[src/rtl/phy_sym_pkg.sv]
`default_nettype none
// ============================================================================
// Module      : phy_sym_pkg
// Description : Shared symbol-level definitions for the lane demux data path:
//               K-symbol codes, the 3-bit symbol class encoding and a
//               classifier function used by both the lane-0 classifier and
//               the optional unknown-K checker.
// Revision    : 1.0 - initial release
// ============================================================================
package phy_sym_pkg;

    // K-symbol codes
    localparam logic [7:0] c_SYM_COM = 8'hBC;
    localparam logic [7:0] c_SYM_SKP = 8'h1C;
    localparam logic [7:0] c_SYM_STP = 8'hFB;
    localparam logic [7:0] c_SYM_SDP = 8'h5C;
    localparam logic [7:0] c_SYM_END = 8'hFD;
    localparam logic [7:0] c_SYM_IDL = 8'h7C;

    localparam int c_SYM_CLASS_W = 3;

    // SKP has its own class so the classifier is total over the code list;
    // a SKP never reaches the assembly buffer, so lane0_sym never reports 6.
    typedef enum logic [c_SYM_CLASS_W-1:0] {
        SYM_DATA      = 3'd0,
        SYM_COM       = 3'd1,
        SYM_STP       = 3'd2,
        SYM_SDP       = 3'd3,
        SYM_END       = 3'd4,
        SYM_IDL       = 3'd5,
        SYM_SKP       = 3'd6,
        SYM_UNKNOWN_K = 3'd7
    } sym_class_t;

    function automatic sym_class_t classify(input logic k, input logic [7:0] sym);
        sym_class_t cls;
        cls = SYM_DATA;
        if (k) begin
            case (sym)
                c_SYM_COM: cls = SYM_COM;
                c_SYM_SKP: cls = SYM_SKP;
                c_SYM_STP: cls = SYM_STP;
                c_SYM_SDP: cls = SYM_SDP;
                c_SYM_END: cls = SYM_END;
                c_SYM_IDL: cls = SYM_IDL;
                default:   cls = SYM_UNKNOWN_K;
            endcase
        end
        return cls;
    endfunction

endpackage
`default_nettype wire

[src/rtl/lane_demux_sym_class.sv]
`default_nettype none
// ============================================================================
// Module      : lane_demux_sym_class
// Description : Combinational symbol classifier (instanced on buffer lane 0).
// Ports       : i_k     - K flag of the symbol
//               i_data  - symbol byte
//               o_class - symbol class (phy_sym_pkg::sym_class_t)
// Revision    : 1.0 - initial release
// ============================================================================
module lane_demux_sym_class
    import phy_sym_pkg::*;
(
    input  logic       i_k,
    input  logic [7:0] i_data,
    output sym_class_t o_class
);

    assign o_class = classify(i_k, i_data);

endmodule
`default_nettype wire

[src/rtl/lane_demux_n.sv]
`default_nettype none
// ============================================================================
// Module      : lane_demux_n
// Description : Byte-to-word lane demultiplexer. Stripes accepted symbols into
//               NUM_LANES byte lanes and emits one word per NUM_LANES accepted
//               symbols. SKP is dropped, a K-COM realigns to lane 0, and the
//               lane-0 symbol of each emitted word is classified.
// Ports       : clk, reset (async, active-high)
//               data_in/k_in/valid_in  - symbol input
//               data_out/k_out/valid_out - assembled word, one-cycle strobe
//               lane0_sym   - class of lane 0 of the emitted word
//               align_evt   - pulse when a COM discards a partial word
//               realign_cnt - saturating count of align_evt
//               sym_err     - unknown-K pulse (checker build only)
//               err_cnt     - saturating count of sym_err
// Options     : LANE_DEMUX_SYM_CHECK_EN - enables the unknown-K checker;
//               when undefined sym_err and err_cnt are tied to 0.
// Revision    : 1.0 - initial release
// ============================================================================
module lane_demux_n
    import phy_sym_pkg::*;
#(
    parameter int NUM_LANES    = 4,
    parameter bit ALIGN_ON_COM = 1'b1,
    parameter int CNT_W        = 8
)(
    input  logic                   clk,
    input  logic                   reset,
    input  logic [7:0]             data_in,
    input  logic                   k_in,
    input  logic                   valid_in,
    output logic [8*NUM_LANES-1:0] data_out,
    output logic [NUM_LANES-1:0]   k_out,
    output logic                   valid_out,
    output logic [2:0]             lane0_sym,
    output logic                   align_evt,
    output logic [CNT_W-1:0]       realign_cnt,
    output logic                   sym_err,
    output logic [CNT_W-1:0]       err_cnt
);

    localparam int                 c_IDX_W    = $clog2(NUM_LANES);
    localparam logic [c_IDX_W-1:0] c_LAST_IDX = c_IDX_W'(NUM_LANES - 1);

    logic [c_IDX_W-1:0]     r_lane_idx;
    logic                   r_pending;      // word completed at the previous edge
    logic [8*NUM_LANES-1:0] w_buf_data;
    logic [NUM_LANES-1:0]   w_buf_k;
    sym_class_t             w_lane0_class;

    logic w_is_skp;
    logic w_accept;
    logic w_realign;
    logic w_write;
    logic w_last;

    assign w_is_skp  = k_in && (data_in == c_SYM_SKP);
    assign w_accept  = valid_in && !w_is_skp;
    // A COM only realigns when it would land mid-word; at lane 0 it is a plain write.
    assign w_realign = w_accept && ALIGN_ON_COM && k_in && (data_in == c_SYM_COM)
                       && (r_lane_idx != '0);
    assign w_write   = w_accept && !w_realign;
    // Explicit compare so non-power-of-two lane counts wrap correctly.
    assign w_last    = (r_lane_idx == c_LAST_IDX);

    // ------------------------------------------------------------------
    // Lane index and completion tracking
    // ------------------------------------------------------------------
    always_ff @(posedge clk or posedge reset) begin
        if (reset) begin
            r_lane_idx <= '0;
            r_pending  <= 1'b0;
        end else begin
            r_pending <= w_write && w_last;
            if (w_realign) begin
                r_lane_idx <= c_IDX_W'(1);
            end else if (w_write) begin
                r_lane_idx <= w_last ? '0 : (r_lane_idx + c_IDX_W'(1));
            end
        end
    end

    // ------------------------------------------------------------------
    // Assembly buffer, one byte + K flag per lane
    // ------------------------------------------------------------------
    for (genvar i = 0; i < NUM_LANES; i++) begin : g_lane
        logic [7:0] r_data;
        logic       r_k;
        logic       w_lane_hit;

        assign w_lane_hit = w_write && (r_lane_idx == c_IDX_W'(i));

        always_ff @(posedge clk or posedge reset) begin
            if (reset) begin
                r_data <= '0;
                r_k    <= 1'b0;
            end else if (w_realign) begin
                // Drop the partial word; the COM opens the new one in lane 0.
                r_data <= (i == 0) ? c_SYM_COM : 8'h00;
                r_k    <= (i == 0);
            end else if (w_lane_hit) begin
                r_data <= data_in;
                r_k    <= k_in;
            end
        end

        assign w_buf_data[8*i +: 8] = r_data;
        assign w_buf_k[i]           = r_k;
    end

    lane_demux_sym_class u_lane0_class (
        .i_k     (w_buf_k[0]),
        .i_data  (w_buf_data[7:0]),
        .o_class (w_lane0_class)
    );

    // ------------------------------------------------------------------
    // Output word register and realign bookkeeping. The buffer is sampled
    // one edge after the last write, so a new symbol written into lane 0 on
    // the same edge does not disturb the word being emitted.
    // ------------------------------------------------------------------
    always_ff @(posedge clk or posedge reset) begin
        if (reset) begin
            data_out    <= '0;
            k_out       <= '0;
            valid_out   <= 1'b0;
            lane0_sym   <= '0;
            align_evt   <= 1'b0;
            realign_cnt <= '0;
        end else begin
            valid_out <= r_pending;
            align_evt <= w_realign;
            if (r_pending) begin
                data_out  <= w_buf_data;
                k_out     <= w_buf_k;
                lane0_sym <= w_lane0_class;
            end
            if (w_realign && (realign_cnt != {CNT_W{1'b1}})) begin
                realign_cnt <= realign_cnt + 1'b1;
            end
        end
    end

    // ------------------------------------------------------------------
    // Unknown-K checker
    // ------------------------------------------------------------------
`ifdef LANE_DEMUX_SYM_CHECK_EN
    logic w_unknown;

    assign w_unknown = w_accept && k_in && (classify(k_in, data_in) == SYM_UNKNOWN_K);

    always_ff @(posedge clk or posedge reset) begin
        if (reset) begin
            sym_err <= 1'b0;
            err_cnt <= '0;
        end else begin
            sym_err <= w_unknown;
            if (w_unknown && (err_cnt != {CNT_W{1'b1}})) begin
                err_cnt <= err_cnt + 1'b1;
            end
        end
    end
`else
    assign sym_err = 1'b0;
    assign err_cnt = '0;
`endif

endmodule
`default_nettype wire
[config.mk]
export PLATFORM = sky130hd
export DESIGN_NAME = lane_demux_n
export DESIGN_NICKNAME = d
export VERILOG_FILES = /design/src/rtl/phy_sym_pkg.sv /design/src/rtl/lane_demux_sym_class.sv /design/src/rtl/lane_demux_n.sv
export SDC_FILE = /design/constraint.sdc
export NUM_CORES = 1
export LEC_CHECK = 0
export ABC_AREA = 1
export CAP_MARGIN = 20
export CORE_MARGIN = 4
export CORE_UTILIZATION = 40
export CTS_CLUSTER_SIZE = 24
export DETAILED_ROUTE_END_ITERATION = 7
export GPL_ROUTABILITY_DRIVEN = 0
export HOLD_SLACK_MARGIN = 0.02
export SLEW_MARGIN = 5
export SYNTH_ARGS = -nofsm -noshare
export SYNTH_HDL_FRONTEND = slang
export SYNTH_SLANG_ARGS = --single-unit
[constraint.sdc]
create_clock -name clk -period 4.55 [get_ports clk]
set_clock_uncertainty 0.15 [all_clocks]
set_input_delay 0.6825 -clock clk [delete_from_list [all_inputs] [get_ports clk]]
set_output_delay 0.6825 -clock clk [all_outputs]
set_load 0.02 [all_outputs]
==> metrics.txt, run 1 <==
hold buffer count at cts 0; clock period minus final worst setup slack roughly 2300 ps; Pwr Density between 500 and 600 mW/mm2; Post-Syn Instances 471; Fmax achieved roughly 430 MHz; Die H 108 um; share of total power consumed by net switching 0.381; max incr delay on CP 650 ps; first-pass iteration count of the detailed router 4; overall fraction of global-route tracks in use 0.160; number of setup violations in the final report 0; global-route wire length before repair 14900 um; portion of total power attributed to combinational logic 0.372; leading area contributor after synthesis sky130_fd_sc_hd__dfrtp_1; period utilisation layout 0.508; Clock Tree Buf Depth 2; pin count of the biggest net entering global routing 44; fin util 0.501; count of buffers from port buffering 60; post_cts resized 0; Fill cells 981; Max H-tree Level 3; leakage power figure 2.46 nW; Syn. warnings 0; Die Width 108 um; Antenna diodes 0; Synth top area share 0.547; clock-pin slew of the registers on the worst-case setup and hold paths 90 ps; status finished, final reports clean; clock network latency to the later pin of the worst-skew pair 350 ps; Net Switching 1.08 mW; share of synthesized area occupied by flip-flops and latches 0.547; top cells by area in the synthesized netlist sky130_fd_sc_hd__dfrtp_1 (55%), sky130_fd_sc_hd__nand2_1 (20%), sky130_fd_sc_hd__inv_1 (3.0%), sky130_fd_sc_hd__nand3_1 (2.4%), sky130_fd_sc_hd__o21ai_1 (2.4%); aggregate routed wire length 8730 um; count of flip-flops with a built-in enable after synthesis 0; total DRC errors in the routed layout 0; # Post-CTS Setup Buffers 0; Max VDD drop 0.216 mV; top flip-flop cell by instance count after synthesis sky130_fd_sc_hd__dfrtp_1; top cells by instance count after synthesis sky130_fd_sc_hd__nand2_1 (209), sky130_fd_sc_hd__dfrtp_1 (88), sky130_fd_sc_hd__inv_1 (32); clock root buffer master sky130_fd_sc_hd__clkbuf_8; transition time at the pin with the least slew margin 712 ps; Critical Path Source Type flop; final hold violation count 0; min-delay worst type flop to flop; antenna violations before repair 0; number of distinct library cells after synthesis 32; Final Max Tran Viols 0; routed wire length per instance 13.0 um; count of buffer and inverter cells on the critical path 1; clock tree from TritonCTS done; post-synthesis area per instance 8.54 um2; FFs w/ async S/R, synth 1.00; total internal power 1.75 mW; most common cell in the synthesized netlist sky130_fd_sc_hd__nand2_1; Net count, final 551; footprint of the flip-flops and latches 0.00220 mm2; starting utilization of the core area 0.412; class of the most critical setup path flop to output port; placeable core region 0.00977 mm2; area overhead of the layout relative to synthesis 21.8%; worst slew margin relative to its limit 0.525; cell-by-cell listing of the critical path clkdlybuf4s50_1; CTS sink cnt 88; setup total negative slack 0 ps; vias after detailed routing 3150; Post-Route Hold Slack 325 ps; DRC marker count from the first detailed-route iteration approximately 120; critical path capture point type output port; unrepaired setup endpoints after global routing no; grt total ovfl 0; slowest cell on the critical path sky130_fd_sc_hd__clkdlybuf4s50_1; remaining antenna violation count after routing 0; vias in the first global route between 3000 and 4000; post-synthesis instance area 0.00402 mm2; area enclosed by the die boundary 0.0117 mm2; combined area of the multi-input logic cells 0.00158 mm2; CP Data Required Time 3720 ps; proportion of power drawn by flip-flops and latches 0.452; CP max FO 6; HPWL after detailed placement 6340 um; critical path data arrival time 1480 ps; post-DR vias/cell 4.69; proportion of power drawn by the clock network 0.176; maxcap violations 0; cell class contributing the biggest share of worst-path delay buffers and inverters; share of cells above drive strength 1 0.0909; site row count 36; clock buffer count from CTS 9; flip-flop and latch count after synthesis 88; number of primary I/O pins 70
stage by stage:
| step | power, mW | cell area, um2 | instances | setup WS [ps] |
|---|---|---|---|---|
| final | 2.83 | 4900 | 672 | 2240 |
| after global routing | 3.05 | 4900 | 672 | 2140 |
| after CTS | 2.86 | 4900 | 672 | 2220 |
| after detailed placement | 2.36 | 4720 | 656 | 1950 |
| after global placement | 2.34 | 4720 | 656 | 2000 |
| after floorplan | 1.92 | 4050 | 479 | 1440 |
power groups by stage:
stage	logic (mW)	clock network, mW	registers [mW]
2_1_floorplan	0.485	0	1.43
3_3_place_gp	1.05	0	1.29
3_5_place_dp	1.07	0	1.29
4_1_cts	1.07	0.512	1.28
5_1_grt	1.18	0.543	1.32
6_report	1.05	0.498	1.28
layer usage:
metal  GRT usage  share of wire
met1       0.219           0.48
met2       0.249           0.45
met3      0.0448          0.059
met4      0.0505          0.014
met5           0              0
final timing paths:
| check | start | end | slack [ps] | cells after the start |
|---|---|---|---|---|
| setup / recovery | realign_cnt[6] | realign_cnt[6] | 2240 | 1 |
| min in group asynchronous | reset | lane0_sym[0] | 590 | 2 |
| max in group asynchronous | reset | g_lane[0].r_data[7] | 2840 | 3 |
| hold reg to reg | data_out[8] | data_out[8] | 330 | 2 |
| hold / removal | data_out[8] | data_out[8] | 330 | 2 |
| setup reg to reg | r_lane_idx[0] | g_lane[2].r_data[4] | 2510 | 8 |
area by class of cell:
type | instances | share of cell area
sequential | 88 | 0.450
multi-input combinational | 333 | 0.322
timing repair buffer | 64 | 0.129
tap | 133 | 0.0340
inverter | 38 | 0.0294
clock buffer | 10 | 0.0281
clock inverter | 6 | 0.00868
registers in the layout, indices dropped and copies added, names as in the netlist:
signal	count
data_out	32
g_lane.r_data	32
realign_cnt	8
g_lane.r_k	4
k_out	4
lane0_sym	3
r_lane_idx	2
align_evt	1
r_pending	1
valid_out	1
placed cells by master, fill, tap and decap left out, types with 5 or more instances in the layout:
master                            netlist  final
sky130_fd_sc_hd__clkbuf_8               0     10
sky130_fd_sc_hd__clkdlybuf4s50_1        0     60
sky130_fd_sc_hd__conb_1                 1      9
sky130_fd_sc_hd__dfrtp_1               88     88
sky130_fd_sc_hd__ha_1                   5      5
sky130_fd_sc_hd__inv_1                 32     31
sky130_fd_sc_hd__nand2_1              209    209
sky130_fd_sc_hd__nand3_1               19     19
sky130_fd_sc_hd__nand4_1               10     10
sky130_fd_sc_hd__nor2_1                18     18
sky130_fd_sc_hd__o21ai_0               10     10
sky130_fd_sc_hd__o21ai_1               19     19
sky130_fd_sc_hd__o21ai_2                8      8
tightest hold or removal path, stage by stage, from the launching register on:
cell and delay [ps]:
sky130_fd_sc_hd__dfrtp_1 350, sky130_fd_sc_hd__nand2_1 50, sky130_fd_sc_hd__nand2_1 40
logic make-up (layout without fill, tap and decap cells):
| logic type | after synthesis | in the layout | synth area share |
|---|---|---|---|
| simple gates | 274 | 274 | 0.293 |
| xor+xnor | 3 | 3 | 0.00653 |
| fa+ha+maj | 5 | 5 | 0.0156 |
| other cells | 1 | 9 | 0.000932 |
| buf+inv | 58 | 118 | 0.0684 |
| compound gates | 42 | 42 | 0.0684 |
| flops | 88 | 88 | 0.547 |
Note: power is estimated with default switching activity, not from simulation.
==> inputs of run 2 (changes only) <==
--- a/config.mk
+++ b/config.mk
@@ -13,6 +13,7 @@
 export DETAILED_ROUTE_END_ITERATION = 7
 export GPL_ROUTABILITY_DRIVEN = 0
 export HOLD_SLACK_MARGIN = 0.02
+export PLACE_DENSITY = 0.66
 export SLEW_MARGIN = 5
 export SYNTH_ARGS = -nofsm -noshare
 export SYNTH_HDL_FRONTEND = slang
==> constraint.sdc (replaced) <==
create_clock -name clk -period 2.1 [get_ports clk]
set_clock_uncertainty 0.15 [all_clocks]
set_input_delay 0.315 -clock clk [delete_from_list [all_inputs] [get_ports clk]]
set_output_delay 0.315 -clock clk [all_outputs]
set_load 0.02 [all_outputs]
==> run 2 against run 1 <==
- sequential share of layout area shrank 2.4 points
- critical path depth is the same
- total power grew 130%
- clock power grew to 2.7 times the previous value
- sequential power grew 120%
- largest power group unchanged
==> metrics.txt, run 2 (synthesized netlist as in run 1, its figures left out) <==
Fmax achieved about 520 MHz; maxcap violations 0 (unchanged); Max VDD drop 0.412 mV (+90%); Die H 108 um (unchanged); peak-usage layer in the global routing report met2; total internal power 4.16 mW (+140%); grt total ovfl 0 (unchanged); HPWL after detailed placement 6790 um (+7.1%); portion of total power attributed to combinational logic 0.369 (-0.003); count of buffer and inverter cells on the critical path 1 (unchanged); critical path data arrival time 1460 ps (-20 ps); first-pass iteration count of the detailed router 5 (+1); proportion of power drawn by the clock network 0.208 (+0.032); aggregate routed wire length 8920 um (+2.2%); starting utilization of the core area 0.412 (unchanged); slowest cell on the critical path sky130_fd_sc_hd__clkdlybuf4s50_1; area enclosed by the die boundary 0.0117 mm2 (unchanged); Net count, final 571 (+3.6%); site row count 36 (unchanged); placeable core region 0.00977 mm2 (unchanged); share of cells above drive strength 1 0.123 (+0.0325); antenna violations before repair 0 (unchanged); clock buffer count from CTS 9 (unchanged); proportion of power drawn by flip-flops and latches 0.424 (-0.028); class of the most critical setup path flop to output port; count of buffers from port buffering 60 (unchanged); area overhead of the layout relative to synthesis 28.6%; vias after detailed routing 3259 (+3.5%); global-route wire length before repair 15200 um (+1.8%); number of primary I/O pins 70 (unchanged); Pwr Density 1260 mW/mm2 (+120%); Net Switching 2.36 mW (+120%); worst-case setup margin in the final layout 175 ps (-2060 ps); worst slack at placement 5.57 ps (-1940 ps); status finished, final reports clean; footprint of the flip-flops and latches 0.00220 mm2 (unchanged); Final Max Tran Viols 0 (unchanged); clock root buffer master sky130_fd_sc_hd__clkbuf_8; vias in the first global route 3165 (+2.7%); hold buffer count at cts 0 (unchanged); met3 routing resource usage after global routing 0.0358 (-0.00896); period utilisation layout 0.916; Fill cells 923 (-5.9%); share of total power consumed by net switching 0.362 (-0.0187); critical path capture point type output port; CTS sink cnt 88 (unchanged); number of setup violations in the final report 0 (unchanged); pin count of the biggest net entering global routing 29 (-34%); DRC marker count from the first detailed-route iteration 147 (+26%); clock network latency to the later pin of the worst-skew pair 360 ps (about the same); leakage power figure 2.60 nW (+6.1%); Post-Route Hold Slack 140 ps (-185 ps); clock-pin slew of the registers on the worst-case setup and hold paths 90 ps (about the same); routing usage on met2 0.250 (+0.000888); max incr delay on CP 650 ps (about the same); clock tree from TritonCTS done; Clock Tree Buf Depth 2 (unchanged); post-DR vias/cell 4.71 (+0.47%); final hold violation count 0 (unchanged); cell-by-cell listing of the critical path clkdlybuf4s50_1; routed wire length per instance 12.9 um (-0.71%); min-delay worst type input port to async pin; Antenna diodes 0 (unchanged); remaining antenna violation count after routing 0 (unchanged); Critical Path Source Type flop; combined area of the multi-input logic cells 0.00158 mm2 (unchanged); unrepaired setup endpoints after global routing no; leading cell type in the layout, fill and taps excluded sky130_fd_sc_hd__nand2_1; met1 global-route usage 0.232 (+0.0137); CP Data Required Time 1630 ps (-2090 ps); CP max FO 6 (unchanged); clock period minus final worst setup slack 1920 ps; Max H-tree Level 3 (unchanged); setup total negative slack 0 ps (unchanged); largest registers in the final layout data_out: 32 flops, g_lane.r_data: 32 flops, realign_cnt: 8 flops; Die Width 108 um (unchanged); cell class contributing the biggest share of worst-path delay buffers and inverters; post_cts resized 0 (unchanged); overall fraction of global-route tracks in use 0.167 (+0.00623); most used cells in the layout excluding fill and tap cells sky130_fd_sc_hd__nand2_1 (209), sky130_fd_sc_hd__dfrtp_1 (88), sky130_fd_sc_hd__clkdlybuf4s50_1 (60); # Post-CTS Setup Buffers 0 (unchanged); total DRC errors in the routed layout 0 (unchanged)
run 2: cell count changes in the layout (fill, tap and decap cells not counted), sizes merged:
cell / delta
buf: +20
bufinv: +2
clkbuf: +1
clkinv: -2
clkinvlp: -1
run 2: metrics by stage:
| stage | instance area, um2 | std cells | power [mW] | util |
|---|---|---|---|---|
| 5_1_grt | 5170 | 692 | 7.01 | 0.529 |
| 2_1_floorplan | 4060 | 479 | 4.16 | - |
| 6_report | 5170 | 692 | 6.52 | 0.529 |
| 3_3_place_gp | 4930 | 676 | 5.16 | 0.505 |
| 3_5_place_dp | 4930 | 676 | 5.24 | 0.505 |
| 4_1_cts | 5170 | 692 | 6.61 | 0.529 |
run 2: power by group through the flow:
| stage | clock network [mW] | logic (mW) | registers [mW] |
|---|---|---|---|
| 3_3_place_gp | 0 | 2.38 | 2.79 |
| 4_1_cts | 1.39 | 2.44 | 2.77 |
| 2_1_floorplan | 0 | 1.05 | 3.11 |
| 3_5_place_dp | 0 | 2.44 | 2.80 |
| 6_report | 1.35 | 2.40 | 2.76 |
| 5_1_grt | 1.46 | 2.67 | 2.87 |
run 2: final cells by class:
class | count | area share
timing repair buffer | 84 | 0.163
clock buffer | 11 | 0.0293
multi-input combinational | 333 | 0.305
sequential | 88 | 0.426
inverter | 38 | 0.0283
clock inverter | 5 | 0.0167
tap | 133 | 0.0322
run 2: final timing paths:
check	from	endpoint	slack (ps)	cells past startpoint
worst max-delay path	realign_cnt[6]	realign_cnt[6]	180	1
max in group asynchronous	reset	data_out[5]	1000	3
worst max register to register	r_lane_idx[0]	realign_cnt[1]	270	10
worst min-delay path	reset	data_out[29]	140	2
min in group clk	data_out[24]	data_out[24]	330	2
worst min register to register	data_out[24]	data_out[24]	330	2
run 2: layer usage:
| layer | vias to the layer above | part of all wire |
|---|---|---|
| met3 | 16 | 0.050 |
| met4 | 0 | 0.026 |
| met2 | 76 | 0.45 |
| li1 | 1635 | - |
| met1 | 1532 | 0.48 |
| met5 | - | 0 |
==> inputs of run 3 (changes only) <==
--- a/config.mk
+++ b/config.mk
@@ -8,12 +8,13 @@
 export ABC_AREA = 1
 export CAP_MARGIN = 20
 export CORE_MARGIN = 4
-export CORE_UTILIZATION = 40
+export CORE_UTILIZATION = 48
 export CTS_CLUSTER_SIZE = 24
 export DETAILED_ROUTE_END_ITERATION = 7
 export GPL_ROUTABILITY_DRIVEN = 0
 export HOLD_SLACK_MARGIN = 0.02
-export PLACE_DENSITY = 0.66
+export MAX_ROUTING_LAYER = met4
+export PLACE_DENSITY = 0.76
 export SLEW_MARGIN = 5
 export SYNTH_ARGS = -nofsm -noshare
 export SYNTH_HDL_FRONTEND = slang
==> run 3 against run 2 <==
- clock-buffer cell count fell by 1
- sequential share of layout area rose by 1.1 points
- flip-flop and latch count did not move
- critical path type unchanged
- maximum frequency rose by 0.63%
- design area fell by 2.5%
- total power fell by 3.7%
- die area fell by 15%
- clock power fell by 18%
==> metrics.txt, run 3 (synthesized netlist as in run 1, its figures left out) <==
Net count, final 566 (-0.88%); cell class contributing the biggest share of worst-path delay buffers and inverters; Post-Route Hold Slack 275 ps (+134 ps); hold buffer count at cts 0 (unchanged); Die H 99.5 um (-8.1%); Pwr Density 1250 mW/mm2 (-1.3%); slowest cell on the critical path sky130_fd_sc_hd__clkdlybuf4s50_1; final hold violation count 0 (unchanged); setup total negative slack 0 ps (unchanged); DRC marker count from the first detailed-route iteration 177 (+20%); CTS sink cnt 88 (unchanged); class of the most critical setup path flop to output port; clock network latency to the later pin of the worst-skew pair 350 ps (about the same); remaining antenna violation count after routing 0 (unchanged); maxcap violations 0 (unchanged); # Post-CTS Setup Buffers 0 (unchanged); peak-usage layer in the global routing report met2; antenna violations before repair 0 (unchanged); post-route standard cell area excluding fillers 0.00504 mm2 (-2.5%); combined area of the multi-input logic cells 0.00158 mm2 (+0.32%); global-route wire length before repair 15700 um (+3.6%); footprint of the flip-flops and latches 0.00220 mm2 (unchanged); total DRC errors in the routed layout 0 (unchanged); Clock Tree Buf Depth 2 (unchanged); most used cells in the layout excluding fill and tap cells sky130_fd_sc_hd__nand2_1 (209), sky130_fd_sc_hd__dfrtp_1 (88), sky130_fd_sc_hd__clkdlybuf4s50_1 (60); met3 routing resource usage after global routing 0.0379 (+0.00205); count of buffers from port buffering 60 (unchanged); max incr delay on CP 640 ps (about the same); critical path data arrival time 1450 ps (about the same); critical path capture point type output port; aggregate routed wire length 9020 um (+1.1%); grt total ovfl 0 (unchanged); clock-pin slew of the registers on the worst-case setup and hold paths 90 ps (about the same); starting utilization of the core area 0.492 (+0.0805); Fill cells 701 (-24%); area enclosed by the die boundary 0.00991 mm2 (-15%); fin util 0.617 (+0.0879); Max VDD drop 0.421 mV (+2.2%); number of primary I/O pins 70 (unchanged); period utilisation layout 0.911 (-0.00570); largest registers in the final layout data_out: 32 flops, g_lane.r_data: 32 flops, realign_cnt: 8 flops; Fmax achieved 523 MHz (+0.63%); placeable core region 0.00818 mm2 (-16%); cell-by-cell listing of the critical path clkdlybuf4s50_1; clock tree from TritonCTS done; min-delay worst type input port to async pin; area overhead of the layout relative to synthesis 25.4%; area of placed instances 0.00485 mm2 (-1.7%); share of cells above drive strength 1 0.116 (-0.00791); clock root buffer master sky130_fd_sc_hd__clkbuf_8; CP Data Required Time 1630 ps (about the same); routing usage on met2 0.323 (+0.0738); pin count of the biggest net entering global routing 89 (+210%); leakage power figure 2.55 nW (-2.2%); Antenna diodes 0 (unchanged); overall fraction of global-route tracks in use 0.202 (+0.0360); Final Max Tran Viols 0 (unchanged); Die Width 99.5 um (-8.1%); leading cell type in the layout, fill and taps excluded sky130_fd_sc_hd__nand2_1; HPWL after detailed placement 6360 um (-6.3%); clock period minus final worst setup slack 1910 ps (-12.0 ps); clock buffer count from CTS 9 (unchanged); vias after detailed routing 3284 (+0.77%); Critical Path Source Type flop; Max H-tree Level 3 (unchanged); post-DR vias/cell 4.98 (+5.8%); CP max FO 5 (-1); status finished, final reports clean; vias in the first global route 3228 (+2.0%); routed wire length per instance 13.7 um (+6.1%); count of buffer and inverter cells on the critical path 1 (unchanged); number of setup violations in the final report 0 (unchanged); site row count 33 (-8.3%); first-pass iteration count of the detailed router 4 (-1); met1 global-route usage 0.265 (+0.0328)
run 3: changes by cell type in the layout (fill, tap and decap cells not counted):
cell	delta
sky130_fd_sc_hd__nor2_2	-1
sky130_fd_sc_hd__nor2_4	+1
sky130_fd_sc_hd__buf_4	-4
sky130_fd_sc_hd__clkinvlp_4	+2
sky130_fd_sc_hd__clkbuf_8	-1
sky130_fd_sc_hd__inv_8	+1
sky130_fd_sc_hd__buf_12	-1
sky130_fd_sc_hd__bufinv_16	-2
run 3: where the power goes:
part           switching [mW]  internal (mW)  leakage, nW
sequential              0.416           2.35         1.13
combinational            1.36           1.05         1.33
clock                   0.629          0.478       0.0910
total                    2.40           3.88         2.55
run 3: final cells by class:
type	instances	share of cell area
clock buffer	10	0.0273
clock inverter	6	0.0104
inverter	38	0.0290
multi-input combinational	333	0.313
sequential	88	0.437
tap	105	0.0260
timing repair buffer	79	0.157
run 3: per-layer routing:
metal  part of all wire  up-vias  routed length, um
met5                  0        -                  0
met4              0.015        0                137
met3              0.049       13                442
met2               0.49       93               4410
met1               0.45     1560               4030
li1                   -     1618                  -
run 3: through the flow:
step	instances	total power [mW]	setup slack [ps]
final	659	6.28	187
after global routing	659	6.73	-0.879
after CTS	659	6.35	166
after detailed placement	643	5.22	-105
after global placement	643	5.12	-58.0
after floorplan	479	4.16	348
run 3: worst paths after layout:
path                                  endpoint  depth (start not counted)      startpoint  slack, ps
min reg2reg                       data_out[31]                          2    data_out[31]        330
max in group asynchronous          data_out[5]                          3           reset       1180
max                             realign_cnt[5]                          1  realign_cnt[5]        190
max reg2reg                g_lane[1].r_data[5]                          8   r_lane_idx[0]        210
min                               data_out[25]                          3           reset        270
min in group clk                  data_out[31]                          2    data_out[31]        330
run 3: repair_timing:
action / CTS / global route
gates resized for setup: 0 / 1
endpoints found under the setup margin: 0 / 3
endpoints found under the hold margin: 0 / 0
